$ cat src/rtl/prcoder_arbiter.sv
// 8-requester arbiter: fixed or round-robin priority, grant held until the owner releases.
// Optional forced revocation after MAX_HOLD cycles when ARB_TIMEOUT_EN is defined.
module prcoder_arbiter #(
  parameter int unsigned N_REQ  = 8,
  parameter int unsigned CODE_W = 3
`ifdef ARB_TIMEOUT_EN
  ,parameter int unsigned MAX_HOLD = 16
`endif
) (
  input  logic              clk,
  input  logic              rst_n,
  input  logic [N_REQ-1:0]  req,
  input  logic              rr_mode,
  output logic [N_REQ-1:0]  gnt,
  output logic [CODE_W-1:0] gnt_code,
  output logic              gnt_valid,
  output logic              timeout
);

  typedef enum logic [1:0] {
    S_IDLE    = 2'd0,
    S_GRANT   = 2'd1,
    S_RECOVER = 2'd2
  } state_t;

  state_t              r_state;
  state_t              w_state_nxt;
  logic [N_REQ-1:0]    r_gnt;
  logic [N_REQ-1:0]    w_gnt_nxt;
  logic [CODE_W-1:0]   r_gnt_code;
  logic [CODE_W-1:0]   w_code_nxt;
  logic                r_gnt_valid;
  logic                w_valid_nxt;
  logic [CODE_W-1:0]   r_rr_ptr;
  logic [CODE_W-1:0]   w_ptr_nxt;
  logic [N_REQ-1:0]    w_rot;
  logic [CODE_W-1:0]   w_winner;

`ifdef ARB_TIMEOUT_EN
  localparam int unsigned HOLD_W = (MAX_HOLD > 1) ? $clog2(MAX_HOLD) : 1;
  logic [HOLD_W-1:0]   r_hold_cnt;
  logic [HOLD_W-1:0]   w_hold_nxt;
  logic                r_timeout;
  logic                w_timeout_nxt;
`endif

  // Priority encoder: index of the highest set bit, 0 when empty.
  function automatic logic [CODE_W-1:0] prio_enc(input logic [N_REQ-1:0] v);
    logic [CODE_W-1:0] idx;
    idx = '0;
    for (int i = 0; i < N_REQ; i++) begin
      if (v[i]) idx = CODE_W'(i);
    end
    return idx;
  endfunction

  // Round-robin: rotate right by rr_ptr, encode, then rotate the index back.
  always_comb begin
    w_rot = '0;
    for (int i = 0; i < N_REQ; i++) begin
      w_rot[i] = req[CODE_W'(i) + r_rr_ptr];
    end
    if (rr_mode) w_winner = prio_enc(w_rot) + r_rr_ptr;
    else         w_winner = prio_enc(req);
  end

  always_comb begin
    w_state_nxt = r_state;
    w_gnt_nxt   = r_gnt;
    w_code_nxt  = r_gnt_code;
    w_valid_nxt = r_gnt_valid;
    w_ptr_nxt   = r_rr_ptr;
`ifdef ARB_TIMEOUT_EN
    w_hold_nxt    = r_hold_cnt;
    w_timeout_nxt = 1'b0;
`endif
    case (r_state)
      S_IDLE: begin
        if (|req) begin
          w_state_nxt = S_GRANT;
          w_gnt_nxt   = N_REQ'(1) << w_winner;
          w_code_nxt  = w_winner;
          w_valid_nxt = 1'b1;
`ifdef ARB_TIMEOUT_EN
          w_hold_nxt  = '0;
`endif
        end
      end
      S_GRANT: begin
        if (!req[r_gnt_code]) begin
          w_state_nxt = S_RECOVER;
          w_gnt_nxt   = '0;
          w_valid_nxt = 1'b0;
          w_ptr_nxt   = r_gnt_code;
        end
`ifdef ARB_TIMEOUT_EN
        else if (r_hold_cnt == HOLD_W'(MAX_HOLD - 1)) begin
          w_state_nxt   = S_RECOVER;
          w_gnt_nxt     = '0;
          w_valid_nxt   = 1'b0;
          w_ptr_nxt     = r_gnt_code;
          w_timeout_nxt = 1'b1;
        end else begin
          w_hold_nxt = r_hold_cnt + HOLD_W'(1);
        end
`endif
      end
      S_RECOVER: w_state_nxt = S_IDLE;
      default:   w_state_nxt = S_IDLE;
    endcase
  end

  always_ff @(posedge clk) begin
    if (!rst_n) begin
      r_state     <= S_IDLE;
      r_gnt       <= '0;
      r_gnt_code  <= '0;
      r_gnt_valid <= 1'b0;
      r_rr_ptr    <= '0;
`ifdef ARB_TIMEOUT_EN
      r_hold_cnt  <= '0;
      r_timeout   <= 1'b0;
`endif
    end else begin
      r_state     <= w_state_nxt;
      r_gnt       <= w_gnt_nxt;
      r_gnt_code  <= w_code_nxt;
      r_gnt_valid <= w_valid_nxt;
      r_rr_ptr    <= w_ptr_nxt;
`ifdef ARB_TIMEOUT_EN
      r_hold_cnt  <= w_hold_nxt;
      r_timeout   <= w_timeout_nxt;
`endif
    end
  end

  assign gnt       = r_gnt;
  assign gnt_code  = r_gnt_code;
  assign gnt_valid = r_gnt_valid;
`ifdef ARB_TIMEOUT_EN
  assign timeout   = r_timeout;
`else
  assign timeout   = 1'b0;
`endif

endmodule
$ cat config.mk
export PLATFORM = sky130hd
export DESIGN_NAME = prcoder_arbiter
export DESIGN_NICKNAME = d
export VERILOG_FILES = /design/src/rtl/prcoder_arbiter.sv
export SDC_FILE = /design/constraint.sdc
export NUM_CORES = 1
export LEC_CHECK = 0
export BUFFER_PORTS_ARGS = -buffer_cell sky130_fd_sc_hd__buf_2
export CORE_ASPECT_RATIO = 0.75
export CORE_UTILIZATION = 35
export DETAILED_ROUTE_END_ITERATION = 7
export SLEW_MARGIN = 15
export SYNTH_ARGS = -nofsm -noshare
export SYNTH_HDL_FRONTEND = slang
export SYNTH_SLANG_ARGS = --single-unit
$ cat constraint.sdc
create_clock -name clk -period 3.6 [get_ports clk]
set_input_delay 0.36 -clock clk [delete_from_list [all_inputs] [get_ports clk]]
set_output_delay 0.36 -clock clk [all_outputs]
set_load 0.01 [all_outputs]
==> key figures, run 1 <==
Global routing
  – Grt met3 use: 3.26%
  – Largest net degree at the start of global routing: 13
  – Met1 Resource Use GR: 23.8%
  – M2 GR Usage: 25.0%
  – First-pass GRT wire length: 5.25 mm
  – Global route total overflow: 0
  – Vias in the first global route: 1067
  – Initial antenna violation count: 0
  – GR peak layer: met2
  – Total track usage: 16.7%

Synth
  – Sequential share of the synthesized area: 25.3%
  – Post-synth top area share: 25.3%
  – Register bit total from synthesis: 17
  – Avg Inst Size Synth: 9.90 um^2
  – Mapped Area: 0.00135 mm^2
  – Syn nets: 151
  – Post-synthesis instance total: 136
  – Area contributors post-synth: dfxtp_1 (25%), mux4_2 (13%), mux2i_1 (5.9%), mux4_1 (5.9%), nor2_1 (5.9%)
  – Netlist cell types: 41
  – Synth area leader: dfxtp_1
  – YS warnings: 0

STA
  – Max-Slew Margin vs Limit: 53.4%
  – Minimum clock period: 3370 ps
  – Final TNS setup: 0 ps
  – Maximum clock rate: 0.296 GHz
  – Unrepaired setup endpoints after global routing: false
  – Fin Clk Skew: 1.57 ps
  – Tcrit/Tclk final: 93.7%
  – Fin Hold WS: 421 ps
  – Least-Margin Pin Slew: 699 ps
  – Setup-failing EPs final: 0
  – Min setup slack post-route: 225 ps
  – Hold Fails Final Rpt: 0
  – Max Slew Vio Count: 0

Finish
  – Core Util, Final: 42.8%
  – Filler cell count: 376
  – Area delta synth->final: 16.4%
  – Commonest non-fill, non-tap cell in the layout: buf_2
  – Commonest non-fill, non-tap cells in the layout: buf_2 (22), nor2_1 (21), dfxtp_1 (17)
  – Proportion of layout cells with a drive suffix above 1: 30.0%
  – Antenna diode instance count: 0
  – Fin nets: 176

Setup path
  – Crit-path max FO: 10
  – Crit Path Class: register to register
  – FF-to-FF path depth: 12
  – Startpoint types: register
  – Reg-to-Reg Start: r_rr_ptr[0]$_SDFFE_PN0P_
  – WP data arrival: 3520 ps
  – Setup crit end kind: register
  – Critical R2R Capture: gnt[4]$_SDFFE_PN0P_
  – Req. time, crit path: 3750 ps
  – Setup slack, reg-to-reg: 230 ps

Clock network
  – CTS tree: built
  – Num CTS Buffers: 3
  – Clock Latency Late Sink: 250 ps
  – Sink Count: 17
  – Clock Path Buffers: 2
  – Clock transition at path regs: 60 ps
  – Htree depth: 1
  – Post-CTS setup buffers: 0
  – CTS root buf: clkbuf_8

Die
  – Core ar.: 0.00366 mm^2
  – Die Span X: 73.6 um
  – # IOs: 24
  – Cell Rows: 19
  – Die Height: 55.7 um
  – Starting Density: 36.8%
  – Die ar.: 0.00410 mm^2

Route
  – Via count: 1130
  – 1st-pass router iterations: 4
  – Number of DRC markers in iteration 0: 34
  – Antenna Nets Post-Route: 0
  – WL final: 3.01 mm
  – DR vias/cell: 5.33
  – DRC violations left: 0
  – Drt wl/cell: 14.2 um

Power and ir drop
  – Leak pwr: 0.645 nW
  – Pwr Density: 434 mW/mm^2
  – Peak VDD IR: 0.356 mV

Placed design
  – I/O Buffers: 22
  – Pre-CTS setup slack: 146 ps
  – Detailed Place HPWL: 2.25 mm
  – GPL Wtd Cong: 0.835

Flow run
  – Max-Cap Viols: 0

Worst hold path
  – Hold EP: gnt_code[2]$_SDFFE_PN0P_
  – Hold path cells: 3
  – Hold_sp: rst_n
  – Min-delay worst type: input port to register

Status
  – Status: complete, no violations
flip-flops by register name, summed over array words and instances, names as in the netlist:
signal,count
r_rr_ptr,3
gnt_code,3
gnt_valid,1
gnt,8
r_state,2
power breakdown:
part	switching (mW)	internal [mW]	total [mW]
Sequential	0.0234	0.213	0.236
Combinational	0.156	0.143	0.299
Clock	0.0658	0.0787	0.144
Total	0.245	0.435	0.680
critical path, cell delays in order, from the launching register on:
cell	delay (ps)
dfxtp_1	340
buf_4	200
mux4_2	530
mux2_2	290
o22ai_1	140
a21oi_1	80
or2b_1	220
ha_1	190
fa_1	370
xor2_1	280
o211a_1	270
nor3b_4	80
a22o_2	270
synth_stat cells (all sizes together):
master	count
dfxtp	17
nand3	2
xnor2	1
clkbuf	1
a21oi	6
o32ai	1
mux4	11
o31a	1
a32o	2
o22ai	1
or2b	1
conb	1
nor2	21
o211a	1
a22o	2
o21ai	5
a311oi	1
inv	4
buf	5
nand2	10
fa	1
mux2	5
ha	3
xor2	3
o21bai	2
nor3b	2
o31ai	3
nand2b	3
nor2b	6
nor4	2
o311ai	1
clkinv	1
a22oi	2
mux2i	8
per-layer routing:
layer	part of all wire, %	vias up	wire length [um]
met1	51	550	1520
met4	1.3	0	38
met3	3.1	4	94
met5	0	-	0
met2	45	19	1360
li1	-	557	-
through the flow:
stage / instance area, um^2 / total power, mW / cells
3_3_place_gp: 1500 / 0.523 / 208
3_5_place_dp: 1500 / 0.528 / 208
6_report: 1570 / 0.680 / 212
4_1_cts: 1550 / 0.676 / 212
5_1_grt: 1570 / 0.730 / 212
2_1_floorplan: 1350 / 0.456 / 136
cell families (layout without fill, tap and decap cells):
kind of cell	after synthesis	in the layout	synth area share [%]
simple gates	47	47	17.8
xor+xnor	4	4	2.60
mux	24	24	29.4
compound gates	28	28	15.1
buf+inv	11	35	5.20
fa+ha+maj	4	4	4.28
other cells	1	1	0.279
flops	17	17	25.3
worst max path at each step:
stage	from	endpoint	cells after the start
floorplan	r_rr_ptr[0]$_SDFFE_PN0P_	gnt[4]$_SDFFE_PN0P_	15
global placement	r_rr_ptr[0]$_SDFFE_PN0P_	gnt[3]$_SDFFE_PN0P_	13
detailed placement	r_rr_ptr[0]$_SDFFE_PN0P_	gnt[3]$_SDFFE_PN0P_	13
CTS	r_rr_ptr[0]$_SDFFE_PN0P_	gnt[3]$_SDFFE_PN0P_	13
global route	r_rr_ptr[0]$_SDFFE_PN0P_	gnt[7]$_SDFFE_PN0P_	12
finish	r_rr_ptr[0]$_SDFFE_PN0P_	gnt[4]$_SDFFE_PN0P_	12
repair_timing:
action,in CTS,in global routing
resized for setup,0,4
hold buffers,0,0
endpoints found under the setup margin,0,8
cell type report:
class | instances | area [um^2] | area share, %
multi-input combinational | 108 | 957 | 61.1
sequential | 17 | 340 | 21.7
timing repair buffer | 26 | 140 | 8.95
tap | 52 | 65.1 | 4.15
clock buffer | 4 | 45.0 | 2.88
inverter | 5 | 18.8 | 1.20
Note: power is estimated with default switching activity, not from simulation.
==> run 2, diff against run 1 <==
--- a/config.mk
+++ b/config.mk
@@ -6,9 +6,12 @@
 export NUM_CORES = 1
 export LEC_CHECK = 0
 export BUFFER_PORTS_ARGS = -buffer_cell sky130_fd_sc_hd__buf_2
+export CELL_PAD_IN_SITES_DETAIL_PLACEMENT = 1
+export CELL_PAD_IN_SITES_GLOBAL_PLACEMENT = 2
 export CORE_ASPECT_RATIO = 0.75
-export CORE_UTILIZATION = 35
+export CORE_UTILIZATION = 31
 export DETAILED_ROUTE_END_ITERATION = 7
+export PLACE_DENSITY_LB_ADDON = 0.1
 export SLEW_MARGIN = 15
 export SYNTH_ARGS = -nofsm -noshare
 export SYNTH_HDL_FRONTEND = slang
==> run 2 against run 1 <==
Hold slack got worse by 4.5 ps. Design area rose by 4.2%. Critical path depth rose by 2. Largest cell class unchanged. Die area rose by 12%. Combinational power rose by 12%. First-iteration DRC count did not move. Highest routed layer unchanged. Clock-buffer cell count did not move. Routed wire length rose by 30%. Via count rose by 3.4%.
==> key figures, run 2 (same netlist as run 1, synthesis figures left out) <==
STA
  – Max Slew Vio Count: 0 (unchanged)
  – Minimum clock period: 3490 ps (+118 ps)
  – Max-Slew Margin vs Limit: 47.5% (-5.9 points)
  – Setup-failing EPs final: 0 (unchanged)
  – Min setup slack post-route: 107 ps (-118 ps)
  – Hold Fails Final Rpt: 0 (unchanged)
  – Least-Margin Pin Slew: 788 ps (+88.6 ps)
  – Fin Clk Skew: 2.27 ps (+0.696 ps)
  – Maximum clock rate: 0.286 GHz (-3.4%)
  – Tcrit/Tclk final: 97.0% (+3.3 points)

Worst hold path
  – Hold EP: gnt_code[2]$_SDFFE_PN0P_
  – Min-delay worst type: input port to register
  – Hold path cells: 3 (unchanged)
  – Hold_sp: rst_n

Die
  – # IOs: 24 (unchanged)
  – Core ar.: 0.00410 mm^2 (+12%)
  – Die Span X: 78.1 um (+6.1%)
  – Die ar.: 0.00461 mm^2 (+12%)
  – Die Height: 59.1 um (+6.0%)
  – Cell Rows: 20 (+1)
  – Starting Density: 32.8% (-4.0 points)

Finish
  – Commonest non-fill, non-tap cells in the layout: buf_2 (22), nor2_1 (21), dfxtp_1 (17)
  – Commonest non-fill, non-tap cell in the layout: buf_2
  – Post-layout instance area: 0.00163 mm^2 (+4.2%)
  – Antenna diode instance count: 0 (unchanged)
  – Non-Filler Instances: 219 (+3.3%)
  – Area delta synth->final: 21.2%
  – Fin nets: 180 (+2.3%)
  – Proportion of layout cells with a drive suffix above 1: 35.4% (+5.4 points)
  – Max FFs per register: 8 (unchanged)

Placed design
  – Detailed Place HPWL: 3.00 mm (+34%)
  – Pre-CTS setup slack: 41.4 ps (-105 ps)
  – Number of placed cells counting well taps: 212 (+1.9%)
  – I/O Buffers: 22 (unchanged)
  – Post-DP Area: 0.00151 mm^2 (+0.75%)
  – GPL Wtd Cong: 0.750 (-10%)

Clock network
  – Sink Count: 17 (unchanged)
  – Clock Path Buffers: 2 (unchanged)
  – Clock transition at path regs: 70 ps (about the same)
  – CTS tree: built
  – Num CTS Buffers: 3 (unchanged)
  – CTS Hold Buffers Added: 0 (unchanged)
  – CTS root buf: clkbuf_8
  – Htree depth: 1 (unchanged)
  – Clock Latency Late Sink: 250 ps (about the same)

Setup path
  – Crit-path max FO: 8 (-2)
  – Setup crit end kind: register
  – Crit Path Class: register to register
  – Critical R2R Capture: gnt[4]$_SDFFE_PN0P_
  – Startpoint types: register
  – Req. time, crit path: 3750 ps (about the same)
  – WP data arrival: 3640 ps (+120 ps)
  – Reg-to-Reg Start: r_rr_ptr[0]$_SDFFE_PN0P_
  – FF-to-FF path depth: 14 (+2)
  – Setup slack, reg-to-reg: 110 ps (-120 ps)

Global routing
  – Global route total overflow: 0 (unchanged)
  – Largest net degree at the start of global routing: 13 (unchanged)
  – Total track usage: 17.5% (+0.84 points)
  – Vias in the first global route: 1152 (+8.0%)
  – Initial antenna violation count: 0 (unchanged)
  – First-pass GRT wire length: 6.05 mm (+15%)

Route
  – WL final: 3.90 mm (+30%)
  – 1st-pass router iterations: 4 (unchanged)
  – Drt wl/cell: 17.8 um (+25%)
  – WL met2: 1.76 mm (+30%)
  – Wl on met1: 2.03 mm (+34%)
  – DR vias/cell: 5.33 (about the same)
  – Number of DRC markers in iteration 0: 34 (unchanged)
  – Met3 wire length: 95 um (+1.1%)
  – Via count: 1168 (+3.4%)
  – Antenna Nets Post-Route: 0 (unchanged)
  – Top Layer Used: met4
  – DRC violations left: 0 (unchanged)

Power and ir drop
  – Pwr Density: 440 mW/mm^2 (+1.4%)
  – Total Power: 0.718 mW (+5.6%)
  – Peak VDD IR: 0.233 mV (-35%)
  – Leak pwr: 0.674 nW (+4.5%)

Flow run
  – Max-Cap Viols: 0 (unchanged)

Status
  – Status: complete, no violations
==> run 2: cell count changes in the layout (fill, tap and decap cells not counted), sizes merged <==
cell  before  now
buf       26   30
==> run 2: critical path: stages, from the launching register on <==
cell and delay [ps]:
dfxtp_1 340, inv_1 90, ha_4 340, mux4_2 320, mux2_2 310, o22ai_2 120
a21oi_1 90, or2b_1 230, ha_1 190, fa_2 360, xor2_2 240, o211a_1 250
nor3b_4 50, buf_4 170, a22o_2 270
==> run 2: worst max path at each step <==
stage	from	end	slack, ps	depth (start not counted)
after floorplan	r_rr_ptr[0]$_SDFFE_PN0P_	gnt[4]$_SDFFE_PN0P_	120	15
after global placement	r_rr_ptr[0]$_SDFFE_PN0P_	gnt[4]$_SDFFE_PN0P_	130	13
after detailed placement	r_rr_ptr[0]$_SDFFE_PN0P_	gnt[7]$_SDFFE_PN0P_	40	13
after CTS	r_rr_ptr[0]$_SDFFE_PN0P_	gnt[7]$_SDFFE_PN0P_	2	13
after global routing	r_rr_ptr[0]$_SDFFE_PN0P_	gnt[4]$_SDFFE_PN0P_	-40	14
final	r_rr_ptr[0]$_SDFFE_PN0P_	gnt[4]$_SDFFE_PN0P_	110	14
==> run 2: layout make-up <==
class	count	area (um^2)
Multi-Input combinational cell	108	985
Sequential cell	17	340
Tap cell	55	68.8
Clock buffer	4	45.0
Timing Repair Buffer	30	174
Inverter	5	18.8
Fill cell	493	2470
==> run 2: stage by stage <==
step	TNS (ps)	utilization, %	hold WS (ps)
after floorplan	0	-	483
after global placement	0	36.8	433
after detailed placement	0	36.8	448
after CTS	0	37.9	415
after global routing	-64.5	39.8	416
final	0	39.8	416
==> run 2: report_power, final <==
group | switching [mW] | internal, mW | leakage, nW
sequential | 0.0231 | 0.213 | 0.139
combinational | 0.177 | 0.158 | 0.512
clock | 0.0692 | 0.0786 | 0.0228
total | 0.269 | 0.449 | 0.674
==> run 2: metal layers <==
metal | vias to the layer above | global-route usage [%]
li1 | 558 | -
met1 | 595 | 24.7
met2 | 13 | 28.2
met3 | 2 | 3.85
met4 | 0 | 2.38
met5 | - | 0
==> run 2: repair_timing <==
| action | in CTS | in global routing |
|---|---|---|
| setup endpoints to repair | 0 | 8 |
| buffers inserted | 0 | 3 |
| gates resized for setup | 0 | 11 |
==> run 3, diff against run 2 <==
--- a/config.mk
+++ b/config.mk
@@ -12,6 +12,7 @@
 export CORE_UTILIZATION = 31
 export DETAILED_ROUTE_END_ITERATION = 7
 export PLACE_DENSITY_LB_ADDON = 0.1
+export SETUP_SLACK_MARGIN = 0.4
 export SLEW_MARGIN = 15
 export SYNTH_ARGS = -nofsm -noshare
 export SYNTH_HDL_FRONTEND = slang
==> run 3 against run 2 <==
First-iteration DRC count rose by 47%. Utilization rose by 1.0 points. Sequential share of layout area fell by 0.23 points. Via count rose by 2.6%. Largest cell class unchanged. Largest power group unchanged. Hold slack improved by 26 ps. Register-to-register slack improved by 180 ps. Non-clock buffer count fell by 1. Global-route usage rose by 1.0 points.
==> key figures, run 3 (same netlist as run 1, synthesis figures left out) <==
Status
  – Status: complete, no violations

STA
  – Max Slew Vio Count: 0 (unchanged)
  – Max-Slew Margin vs Limit: 43.2% (-4.2 points)
  – Fin Clk Skew: 1.36 ps (-0.913 ps)
  – Maximum clock rate: 0.302 GHz (+5.5%)
  – Min setup slack post-route: 288 ps (+182 ps)
  – Unrepaired setup endpoints after global routing: true
  – Setup-failing EPs final: 0 (unchanged)
  – Tcrit/Tclk final: 92.0% (-5.0 points)
  – Fin Hold WS: 442 ps (+25.6 ps)
  – Hold Fails Final Rpt: 0 (unchanged)
  – Final TNS setup: 0 ps (unchanged)
  – Least-Margin Pin Slew: 851 ps (+63.7 ps)
  – Minimum clock period: 3310 ps (-182 ps)

Flow run
  – Max-Cap Viols: 0 (unchanged)

Finish
  – Fin nets: 179 (-0.56%)
  – Post-layout instance area: 0.00167 mm^2 (+2.6%)
  – Non-Filler Instances: 218 (-0.46%)
  – Max FFs per register: 8 (unchanged)
  – Proportion of layout cells with a drive suffix above 1: 40.5% (+5.1 points)
  – Commonest non-fill, non-tap cell in the layout: buf_2
  – Antenna diode instance count: 0 (unchanged)
  – Core Util, Final: 40.8% (+1.0 points)
  – Area delta synth->final: 24.3%
  – Filler cell count: 498 (+1.0%)
  – Commonest non-fill, non-tap cells in the layout: buf_2 (22), nor2_1 (21), dfxtp_1 (15)

Die
  – Core ar.: 0.00410 mm^2 (unchanged)
  – Die Height: 59.1 um (unchanged)
  – Starting Density: 32.8% (unchanged)
  – # IOs: 24 (unchanged)
  – Cell Rows: 20 (unchanged)
  – Die ar.: 0.00461 mm^2 (unchanged)
  – Die Span X: 78.1 um (unchanged)

Global routing
  – Largest net degree at the start of global routing: 11 (-2)
  – Global route total overflow: 0 (unchanged)
  – Initial antenna violation count: 0 (unchanged)
  – Total track usage: 18.5% (+1.0 points)
  – First-pass GRT wire length: 6.36 mm (+5.1%)
  – Vias in the first global route: 1182 (+2.6%)

Route
  – Wl on met1: 1.89 mm (-7.3%)
  – DRC violations left: 0 (unchanged)
  – Top Layer Used: met4
  – Drt wl/cell: 17.8 um (about the same)
  – Met3 wire length: 225 um (+140%)
  – Via count: 1198 (+2.6%)
  – DR vias/cell: 5.50 (+3.0%)
  – Antenna Nets Post-Route: 0 (unchanged)
  – WL final: 3.88 mm (-0.44%)
  – 1st-pass router iterations: 4 (unchanged)
  – WL met2: 1.76 mm (unchanged)
  – Number of DRC markers in iteration 0: 50 (+47%)

Power and ir drop
  – Pwr Density: 435 mW/mm^2 (-1.2%)
  – Net switching power figure: 0.273 mW (+1.3%)
  – Reg power frac: 32.9% (about the same)
  – Clock Power Share: 19.6% (-1.0 points)
  – Leak pwr: 0.684 nW (+1.4%)
  – Sw Share: 37.4% (about the same)
  – Peak VDD IR: 0.214 mV (-8.1%)
  – Comb power frac: 47.4% (+0.8 points)
  – Total Power: 0.728 mW (+1.4%)
  – Internal power: 0.456 mW (+1.4%)

Clock network
  – Clock Path Buffers: 2 (unchanged)
  – Clock transition at path regs: 60 ps (about the same)
  – Clock Latency Late Sink: 250 ps (about the same)
  – CTS tree: built
  – Num CTS Buffers: 3 (unchanged)
  – Sink Count: 17 (unchanged)
  – Htree depth: 1 (unchanged)
  – CTS Hold Buffers Added: 0 (unchanged)
  – CTS root buf: clkbuf_8

Placed design
  – GPL Wtd Cong: 0.727 (-3.0%)
  – Number of placed cells counting well taps: 211 (-0.47%)
  – Detailed Place HPWL: 3.00 mm (about the same)
  – I/O Buffers: 22 (unchanged)
  – Post-DP Area: 0.00156 mm^2 (+3.0%)
  – Pre-CTS setup slack: 88.2 ps (+46.8 ps)

Setup path
  – Crit Path Class: register to register
  – Crit-path max FO: 8 (unchanged)
  – Req. time, crit path: 3800 ps (+50 ps)
  – WP data arrival: 3510 ps (-130 ps)
  – Setup crit end kind: register
  – Startpoint types: register

Worst hold path
  – Min-delay worst type: input port to register
run 3: cell count changes in the layout (fill, tap and decap cells not counted), sizes merged:
cell,change
buf,-1
run 3: path summary, 6_finish.rpt:
| path | from | to | slack (ps) | cells after the start |
|---|---|---|---|---|
| setup / recovery | r_rr_ptr[0]$_SDFFE_PN0P_ | gnt[6]$_SDFFE_PN0P_ | 290 | 13 |
| hold / removal | rst_n | gnt_code[2]$_SDFFE_PN0P_ | 440 | 3 |
| setup reg to reg | r_rr_ptr[0]$_SDFFE_PN0P_ | gnt[6]$_SDFFE_PN0P_ | 290 | 13 |
| hold reg to reg | gnt[1]$_SDFFE_PN0P_ | gnt[1]$_SDFFE_PN0P_ | 450 | 2 |
run 3: power groups by stage:
stage | registers, mW | logic [mW] | clock network, mW
floorplan | 0.244 | 0.229 | 0
global placement | 0.245 | 0.312 | 0
detailed placement | 0.246 | 0.316 | 0
CTS | 0.240 | 0.341 | 0.150
global route | 0.244 | 0.376 | 0.156
finish | 0.240 | 0.345 | 0.143
run 3: what timing repair did:
action                                  CTS  global route
buffers inserted                          3             0
pin swaps                                 3             0
gates cloned                              0             0
gates resized for setup                  10             1
endpoints found under the setup margin   10             9
run 3: area by class of cell:
cell class	instances	area, um^2	area share [%]
clock buffers	4	45.0	2.69
inverters	5	26.3	1.57
multi-input cells	108	1030	61.3
flip-flops and latches	17	345	20.6
well taps	55	68.8	4.11
repair buffers	29	163	9.72
run 3: worst max-delay path, cell delays in order (launching register included):
cell and delay (ps):
dfxtp_4 400, inv_8 40, ha_4 340, mux4_2 330, mux2_4 300, o22ai_2 90, a21oi_1 80, or2b_1 220
ha_2 170, fa_2 350, xor2_2 170, o211a_1 170, nor3b_4 360, a32o_1 230
run 3: layer usage:
| metal | vias to the layer above | GRT usage, % |
|---|---|---|
| met5 | - | 0 |
| met4 | 0 | 2.38 |
| met3 | 3 | 4.92 |
| met2 | 31 | 29.4 |
| met1 | 600 | 26.0 |
| li1 | 564 | - |
